$ cat config.mk
export PLATFORM = sky130hd
export DESIGN_NAME = filter_sweep_ctrl_flat
export DESIGN_NICKNAME = d
export VERILOG_FILES = /design/src/rtl/filter_sweep_ctrl_if.sv /design/src/rtl/filter_sweep_ctrl.sv /design/src/flat_wrapper.sv
export SDC_FILE = /design/constraint.sdc
export NUM_CORES = 1
export LEC_CHECK = 0
export CORE_MARGIN = 8
export CORE_UTILIZATION = 40
export DETAILED_ROUTE_END_ITERATION = 10
export GPL_ROUTABILITY_DRIVEN = 0
export SLEW_MARGIN = 15
export SYNTH_ARGS = -nofsm -noshare
export SYNTH_HDL_FRONTEND = slang
export SYNTH_SLANG_ARGS = --single-unit
$ cat constraint.sdc
create_clock -name clk -period 9.9 [get_ports clk]
set_clock_uncertainty 0.2 [all_clocks]
set_input_delay 2.97 -clock clk [delete_from_list [all_inputs] [get_ports clk]]
set_output_delay 2.97 -clock clk [all_outputs]
set_load 0.02 [all_outputs]
$ cat src/rtl/filter_sweep_ctrl_if.sv
// filter_sweep_ctrl_if
//   Result channel from the sweep sequencer to the characterisation FIFO.
//   One (period, peak-to-peak) pair per sweep point, valid/ready handshake;
//   a transfer happens on a clock edge where res_valid && res_ready.
//   Signals:
//     res_period  period of the reported point
//     res_pp      unsigned max - min of the filter output over the run window
//     res_valid   result valid (driven by the sequencer)
//     res_ready   result accepted (driven by the consumer)
interface filter_sweep_ctrl_if #(
  parameter int word_width   = 16,
  parameter int period_width = 32
) ();
  logic [period_width-1:0] res_period;
  logic [word_width:0]     res_pp;
  logic                    res_valid;
  logic                    res_ready;

  modport master (
    output res_period,
    output res_pp,
    output res_valid,
    input  res_ready
  );

  modport slave (
    input  res_period,
    input  res_pp,
    input  res_valid,
    output res_ready
  );
endinterface

$ cat src/rtl/filter_sweep_ctrl.sv
// filter_sweep_ctrl
//   Sequencer for a frequency-response sweep of the sine_gen -> low-pass
//   cascade. For each period it holds the datapath in reset for a settle
//   window, releases it for (period << lut_depth_log2) * run_mult cycles while
//   tracking min/max of the filter output, then offers (period, max - min).
//   Ports:
//     clk, rst            clock, asynchronous active-low reset
//     start, abort        sweep start pulse (IDLE only), level abort
//     cfg_*               sweep configuration, captured at start
//     gen_rst, gen_period active-low datapath reset and generator period
//     sample_in/_valid    filter output under test
//     res                 result channel (master side)
//     busy, done          activity flag, one-cycle completion pulse
module filter_sweep_ctrl #(
  parameter int word_width     = 16,
  parameter int period_width   = 32,
  parameter int lut_depth_log2 = 10
) (
  input  logic                          clk,
  input  logic                          rst,
  input  logic                          start,
  input  logic                          abort,
  input  logic [period_width-1:0]       cfg_period_start,
  input  logic [period_width-1:0]       cfg_period_stop,
  input  logic [period_width-1:0]       cfg_period_step,
  input  logic [7:0]                    cfg_run_mult,
  input  logic [15:0]                   cfg_settle,
  output logic                          gen_rst,
  output logic [period_width-1:0]       gen_period,
  input  logic signed [word_width-1:0]  sample_in,
  input  logic                          sample_valid,
  filter_sweep_ctrl_if.master           res,
  output logic                          busy,
  output logic                          done
);
  // Wide enough for 255 full generator cycles at the largest period.
  localparam int cnt_width = period_width + lut_depth_log2 + 8;
  localparam logic signed [word_width-1:0] pos_max = {1'b0, {(word_width-1){1'b1}}};
  localparam logic signed [word_width-1:0] neg_max = {1'b1, {(word_width-1){1'b0}}};

  typedef enum logic [2:0] {ST_IDLE, ST_SETTLE, ST_RUN, ST_REPORT, ST_DONE} state_t;

  state_t                        state_reg, state_next;
  logic [period_width-1:0]       cur_period_reg, cur_period_next;
  logic [period_width-1:0]       stop_reg, stop_next;
  logic [period_width-1:0]       step_reg, step_next;
  logic [7:0]                    mult_reg, mult_next;
  logic [15:0]                   settle_reg, settle_next;
  logic [cnt_width-1:0]          cnt_reg, cnt_next;
  logic signed [word_width-1:0]  min_reg, min_next;
  logic signed [word_width-1:0]  max_reg, max_next;
  logic                          seen_reg, seen_next;
  logic                          gen_rst_reg, gen_rst_next;
  logic [period_width-1:0]       gen_period_reg, gen_period_next;
  logic [period_width-1:0]       res_period_reg, res_period_next;
  logic [word_width:0]           res_pp_reg, res_pp_next;
  logic                          res_valid_reg, res_valid_next;
  logic                          busy_reg, busy_next;
  logic                          done_reg, done_next;

  logic [7:0]                    cfg_mult_eff;
  logic [15:0]                   cfg_settle_eff;
  logic [period_width:0]         next_period;
  logic                          sweep_last;
  logic [cnt_width-1:0]          run_cycles;
  logic [word_width:0]           pp_diff;

  assign cfg_mult_eff   = (cfg_run_mult == 8'd0) ? 8'd1 : cfg_run_mult;
  assign cfg_settle_eff = (cfg_settle == 16'd0) ? 16'd1 : cfg_settle;

  // One extra bit so a period increment past the top of the range is caught
  // as a carry instead of wrapping to a small period.
  assign next_period = {1'b0, cur_period_reg} + {1'b0, step_reg};
  assign sweep_last  = (step_reg == '0) || next_period[period_width] ||
                       (next_period[period_width-1:0] > stop_reg);

  assign run_cycles = (cnt_width'(cur_period_reg) << lut_depth_log2) * cnt_width'(mult_reg);

  always_comb begin
    state_next      = state_reg;
    cur_period_next = cur_period_reg;
    stop_next       = stop_reg;
    step_next       = step_reg;
    mult_next       = mult_reg;
    settle_next     = settle_reg;
    cnt_next        = cnt_reg;
    min_next        = min_reg;
    max_next        = max_reg;
    seen_next       = seen_reg;
    gen_period_next = gen_period_reg;
    res_period_next = res_period_reg;
    res_pp_next     = res_pp_reg;
    pp_diff         = '0;

    case (state_reg)
      ST_IDLE: begin
        if (start && !abort) begin
          stop_next       = cfg_period_stop;
          step_next       = cfg_period_step;
          mult_next       = cfg_mult_eff;
          settle_next     = cfg_settle_eff;
          cur_period_next = cfg_period_start;
          cnt_next        = cnt_width'(cfg_settle_eff - 16'd1);
          state_next      = ST_SETTLE;
        end
      end
      ST_SETTLE: begin
        min_next  = pos_max;
        max_next  = neg_max;
        seen_next = 1'b0;
        if (cnt_reg == '0) begin
          // A zero period would give an empty window; it still gets one cycle.
          cnt_next   = (run_cycles == '0) ? '0 : run_cycles - cnt_width'(1);
          state_next = ST_RUN;
        end else begin
          cnt_next = cnt_reg - cnt_width'(1);
        end
      end
      ST_RUN: begin
        if (sample_valid) begin
          seen_next = 1'b1;
          if (sample_in < min_reg) min_next = sample_in;
          if (sample_in > max_reg) max_next = sample_in;
        end
        if (cnt_reg == '0) begin
          // Uses the post-update min/max so the last run cycle's sample counts.
          pp_diff         = {max_next[word_width-1], max_next} - {min_next[word_width-1], min_next};
          res_period_next = cur_period_reg;
          res_pp_next     = seen_next ? pp_diff : '0;
          state_next      = ST_REPORT;
        end else begin
          cnt_next = cnt_reg - cnt_width'(1);
        end
      end
      ST_REPORT: begin
        if (res.res_ready) begin
          if (sweep_last) begin
            state_next = ST_DONE;
          end else begin
            cur_period_next = next_period[period_width-1:0];
            cnt_next        = cnt_width'(settle_reg - 16'd1);
            state_next      = ST_SETTLE;
          end
        end
      end
      ST_DONE: state_next = ST_IDLE;
      default: state_next = ST_IDLE;
    endcase

    if (abort && (state_reg != ST_IDLE)) state_next = ST_IDLE;

    // Outputs are registered from the next state so they line up with it.
    if (state_next == ST_SETTLE) gen_period_next = cur_period_next;
    gen_rst_next   = (state_next == ST_RUN) || (state_next == ST_REPORT);
    res_valid_next = (state_next == ST_REPORT);
    busy_next      = (state_next != ST_IDLE);
    done_next      = (state_next == ST_DONE);
  end

  always_ff @(posedge clk or negedge rst) begin
    if (!rst) begin
      state_reg      <= ST_IDLE;
      cur_period_reg <= '0;
      stop_reg       <= '0;
      step_reg       <= '0;
      mult_reg       <= '0;
      settle_reg     <= '0;
      cnt_reg        <= '0;
      min_reg        <= '0;
      max_reg        <= '0;
      seen_reg       <= 1'b0;
      gen_rst_reg    <= 1'b0;
      gen_period_reg <= '0;
      res_period_reg <= '0;
      res_pp_reg     <= '0;
      res_valid_reg  <= 1'b0;
      busy_reg       <= 1'b0;
      done_reg       <= 1'b0;
    end else begin
      state_reg      <= state_next;
      cur_period_reg <= cur_period_next;
      stop_reg       <= stop_next;
      step_reg       <= step_next;
      mult_reg       <= mult_next;
      settle_reg     <= settle_next;
      cnt_reg        <= cnt_next;
      min_reg        <= min_next;
      max_reg        <= max_next;
      seen_reg       <= seen_next;
      gen_rst_reg    <= gen_rst_next;
      gen_period_reg <= gen_period_next;
      res_period_reg <= res_period_next;
      res_pp_reg     <= res_pp_next;
      res_valid_reg  <= res_valid_next;
      busy_reg       <= busy_next;
      done_reg       <= done_next;
    end
  end

  assign gen_rst        = gen_rst_reg;
  assign gen_period     = gen_period_reg;
  assign res.res_period = res_period_reg;
  assign res.res_pp     = res_pp_reg;
  assign res.res_valid  = res_valid_reg;
  assign busy           = busy_reg;
  assign done           = done_reg;
endmodule

$ cat src/flat_wrapper.sv
// flat-port wrapper written by rule: the top's interface ports become plain ports
module filter_sweep_ctrl_flat 
#(
  parameter int word_width     = 16,
  parameter int period_width   = 32,
  parameter int lut_depth_log2 = 10
)
  (clk, rst, start, abort, cfg_period_start, cfg_period_stop, cfg_period_step, cfg_run_mult, cfg_settle, gen_rst, gen_period, sample_in, sample_valid, busy, done, res_res_period, res_res_pp, res_res_valid, res_res_ready);
  filter_sweep_ctrl_if #(.word_width(word_width), .period_width(period_width)) res_i ();
  input  logic clk;
  input  logic rst;
  input  logic start;
  input  logic abort;
  input  logic [period_width-1:0] cfg_period_start;
  input  logic [period_width-1:0] cfg_period_stop;
  input  logic [period_width-1:0] cfg_period_step;
  input  logic [7:0] cfg_run_mult;
  input  logic [15:0] cfg_settle;
  output logic gen_rst;
  output logic [period_width-1:0] gen_period;
  input  logic signed [word_width-1:0] sample_in;
  input  logic sample_valid;
  output logic busy;
  output logic done;
  output wire logic [$bits(res_i.res_period)-1:0] res_res_period;
  output wire logic [$bits(res_i.res_pp)-1:0] res_res_pp;
  output wire logic [$bits(res_i.res_valid)-1:0] res_res_valid;
  input wire logic [$bits(res_i.res_ready)-1:0] res_res_ready;
  assign res_res_period = res_i.res_period;
  assign res_res_pp = res_i.res_pp;
  assign res_res_valid = res_i.res_valid;
  assign res_i.res_ready = res_res_ready;
  filter_sweep_ctrl #(.word_width(word_width), .period_width(period_width), .lut_depth_log2(lut_depth_log2)) u_core (.clk(clk), .rst(rst), .start(start), .abort(abort), .cfg_period_start(cfg_period_start), .cfg_period_stop(cfg_period_stop), .cfg_period_step(cfg_period_step), .cfg_run_mult(cfg_run_mult), .cfg_settle(cfg_settle), .gen_rst(gen_rst), .gen_period(gen_period), .sample_in(sample_in), .sample_valid(sample_valid), .res(res_i), .busy(busy), .done(done));
endmodule
==> metrics.txt <==
htree depth 2; warning count from the yosys run 0; maximum count of clock buffers along a single path 3; total of buffers placed on input and output ports 226; placement-stage cell area 0.0298 mm²; highest clock frequency the design can meet 0.117 GHz; post-synthesis adder-cell area fraction 0.218; peak per-stage delay on the critical path 1.14 ns; static leakage 14.7 nW; area of the die 0.0756 mm²; largest area contributor in the synthesized netlist sky130_fd_sc_hd__dfrtp_1; leading cell type in the layout, fill and taps excluded sky130_fd_sc_hd__nand2_1; total DRC errors in the routed layout 0; buffer count from post-CTS setup fixing 0; top-level port count 227; NumNets Final 3853; netlist area before placement 0.0268 mm²; outcome complete, no violations; number of global-route vias before repair 23395; multiplexer share of the synthesized area 0.0103; actual slew at the worst max-slew pin 1.21 ns; number of placed instances, taps included 4187; Total Routed Length 81.5 mm; total negative setup slack 0 ns; Core Footprint 0.0668 mm²; TritonCTS clock tree done; initial antenna violation count 3; worst-path fanout max 33; leading post-synthesis cells by cell area sky130_fd_sc_hd__dfrtp_1 (27%), sky130_fd_sc_hd__fa_1 (14%), sky130_fd_sc_hd__ha_1 (8.2%), sky130_fd_sc_hd__nand2_1 (7.3%), sky130_fd_sc_hd__and2_1 (4.6%); clock root buffer master sky130_fd_sc_hd__clkbuf_16; main combinational cell family by area after synthesis simple AND/OR/NAND/NOR gates; PostCTS Resize Cnt 0; setup repair after global routing missed its margin no; non-filler instance count after layout 4254; mean instance size in the synthesized netlist 8.34 µm²; number of sinks on the clock net 291; worst max-slew margin expressed relative to the limit 0.191; number of synthesized register bits 291; number of flip-flops in the largest register 50; HPWL reported at the end of detailed placement 62.1 mm; height of the die 275 µm; peak ir drop on the vdd network 0.112 mV; proportion of netlist area held by the largest area contributor 0.271; Critical Path, Cell by Cell and2_1 > fa_1 > fa_1 > fa_1 > inv_1 > fa_1 > inv_1 > ha_1 > nand4_1 > nor3_1 > o211ai_1 > a31oi_1 > o21a_1 > nor3_1 > or2_2 > or4_1 > or2_2 > o311ai_2 > o221ai_1 > o21a_1; Post-Synthesis Cells 3218; count of final max-slew check failures 0; Routed wire per std cell 19.2 µm; initial core utilization 0.402; standard-cell row count 95; Final Cell Area 0.0311 mm²; Max-cap violations 0; maximum number of pins on one net before global-route repair 97; hold buffer count at CTS 0; number of vias per cell after detailed routing 5.42; area fraction in and, or, nand and nor cells after synthesis 0.222; type of the worst setup path flop to flop; DRC marker count from the first detailed-route iteration 1650; horizontal extent of the die 275 µm; source-to-sink clock delay at the later pin of the worst-skew pair 0.58 ns; commonest register cell after synthesis sky130_fd_sc_hd__dfrtp_1; total area of multi-input combinational cells 0.0177 mm²; fraction of registers with async set or reset after synthesis 1.00; required arrival time at the worst endpoint 10.16 ns; proportion of layout cells with a drive suffix above 1 0.0473; final worst path period share 0.866; number of flops mapped to enable cells by yosys 0; top library cells by usage in the layout, fill and taps aside sky130_fd_sc_hd__nand2_1 (517), sky130_fd_sc_hd__inv_1 (328), sky130_fd_sc_hd__dfrtp_1 (288); crit path max-delay cell type sky130_fd_sc_hd__dfrtp_1; area occupied by registers 0.00729 mm²; clock slew at reported path FFs 0.06 ns; fill count 6586; Startpoint Class flop; share of synthesized area occupied by flip-flops and latches 0.271; number of nets with antenna violations after detailed routing 0; path class of the lowest-slack min-delay path flop to flop; global-route wire length before repair 130 mm; global route overflow 0; element type at the critical path end flop; via count 23067; cell type with the highest occurrence count on the critical path sky130_fd_sc_hd__fa_1; synthesized-area fraction occupied by ao, oa, aoi and oai cells 0.162; number of endpoints failing setup at the final stage 0; data arrival at the endpoint of the critical path 8.83 ns; Final Hold Slack 0.265 ns; post-synthesis to final-layout area growth 15.9%; Cell Pwr Density 228 mW/mm²; distinct cell type count after synthesis 78; share of the core filled with cells 0.466; hold violation count in the final report 0; number of CTS-inserted buffers 37; global router's overall resource usage 0.215; final period demand of the worst path 8.57 ns; xor and xnor area share after synthesis 0.0470; Initial DRT Pass Iterations 8; syn nets 3718
## synth_stat cells (all sizes together) (18+ instances only)
cell and count:
a21o 57, a21oi 184, a221oi 19, a222oi 21, a22o 19, a31oi 22
and2 199, buf 26, clkbuf 133, dfrtp 291, fa 182, ha 176
inv 328, mux2 20, nand2 519, nand3 40, nand4 28, nor2 216
nor3 81, nor4 35, o21a 25, o21ai 136, o31ai 18, or2 22
or3 33, xnor2 92, xor2 52
## cell families after synthesis
kind of cell    count (synthesis)
flops                         291
mux                            25
xor+xnor                      144
compound gates                661
buf+inv                       487
fa+ha+maj                     358
simple gates                 1252
## metrics by stage
step / total power [mW] / worst slack [ns]
floorplan: 4.47 / 1.85
global placement: 5.62 / 1.14
detailed placement: 5.65 / 1.07
CTS: 7.11 / 1.36
global route: 7.67 / 0.930
finish: 7.08 / 1.33
## where the power goes
part / internal, mW / switching [mW] / leakage, nW / total, mW
Sequential: 1.34 / 0.248 / 3.57 / 1.59
Clock: 0.845 / 0.582 / 0.614 / 1.43
Combinational: 1.57 / 2.49 / 10.5 / 4.07
## routing by layer
metal,up-vias,track usage,share of wire
li1,11126,-,-
met4,2,0.0652,0.030
met1,11238,0.281,0.44
met5,-,0,0.00016
met3,134,0.0414,0.059
met2,567,0.360,0.47
## critical path: cells and delay by family (launching register included)
kind            cells  cell delay, ns
fa+ha+maj           5            2.54
simple gates        7            2.26
compound gates      6            2.23
flops               1            1.14
buf+inv             2            0.10
## path summary, 6_finish.rpt
check	startpoint	endpoint	slack, ns	cells past startpoint
setup / recovery	u_core.mult_reg[7]	u_core.cnt_reg[45]	1.33	20
hold / removal	u_core.res.res_period[1]	u_core.res.res_period[1]	0.26	2
setup reg to reg	u_core.mult_reg[7]	u_core.cnt_reg[45]	1.33	20
hold reg to reg	u_core.res.res_period[1]	u_core.res.res_period[1]	0.26	2
max in group asynchronous	rst	u_core.settle_reg[5]	5.57	3
min in group asynchronous	rst	u_core.res.res_period[3]	2.24	1
## area by class of cell
class,instances,area share
Multi-Input combinational cell,2440,0.571
Clock buffer,49,0.0332
Timing Repair Buffer,255,0.0799
Antenna cell,1,0.0000805
Tap cell,873,0.0351
Clock inverter,17,0.00728
Inverter,328,0.0396
Sequential cell,291,0.234
Note: power is estimated with default switching activity, not from simulation.
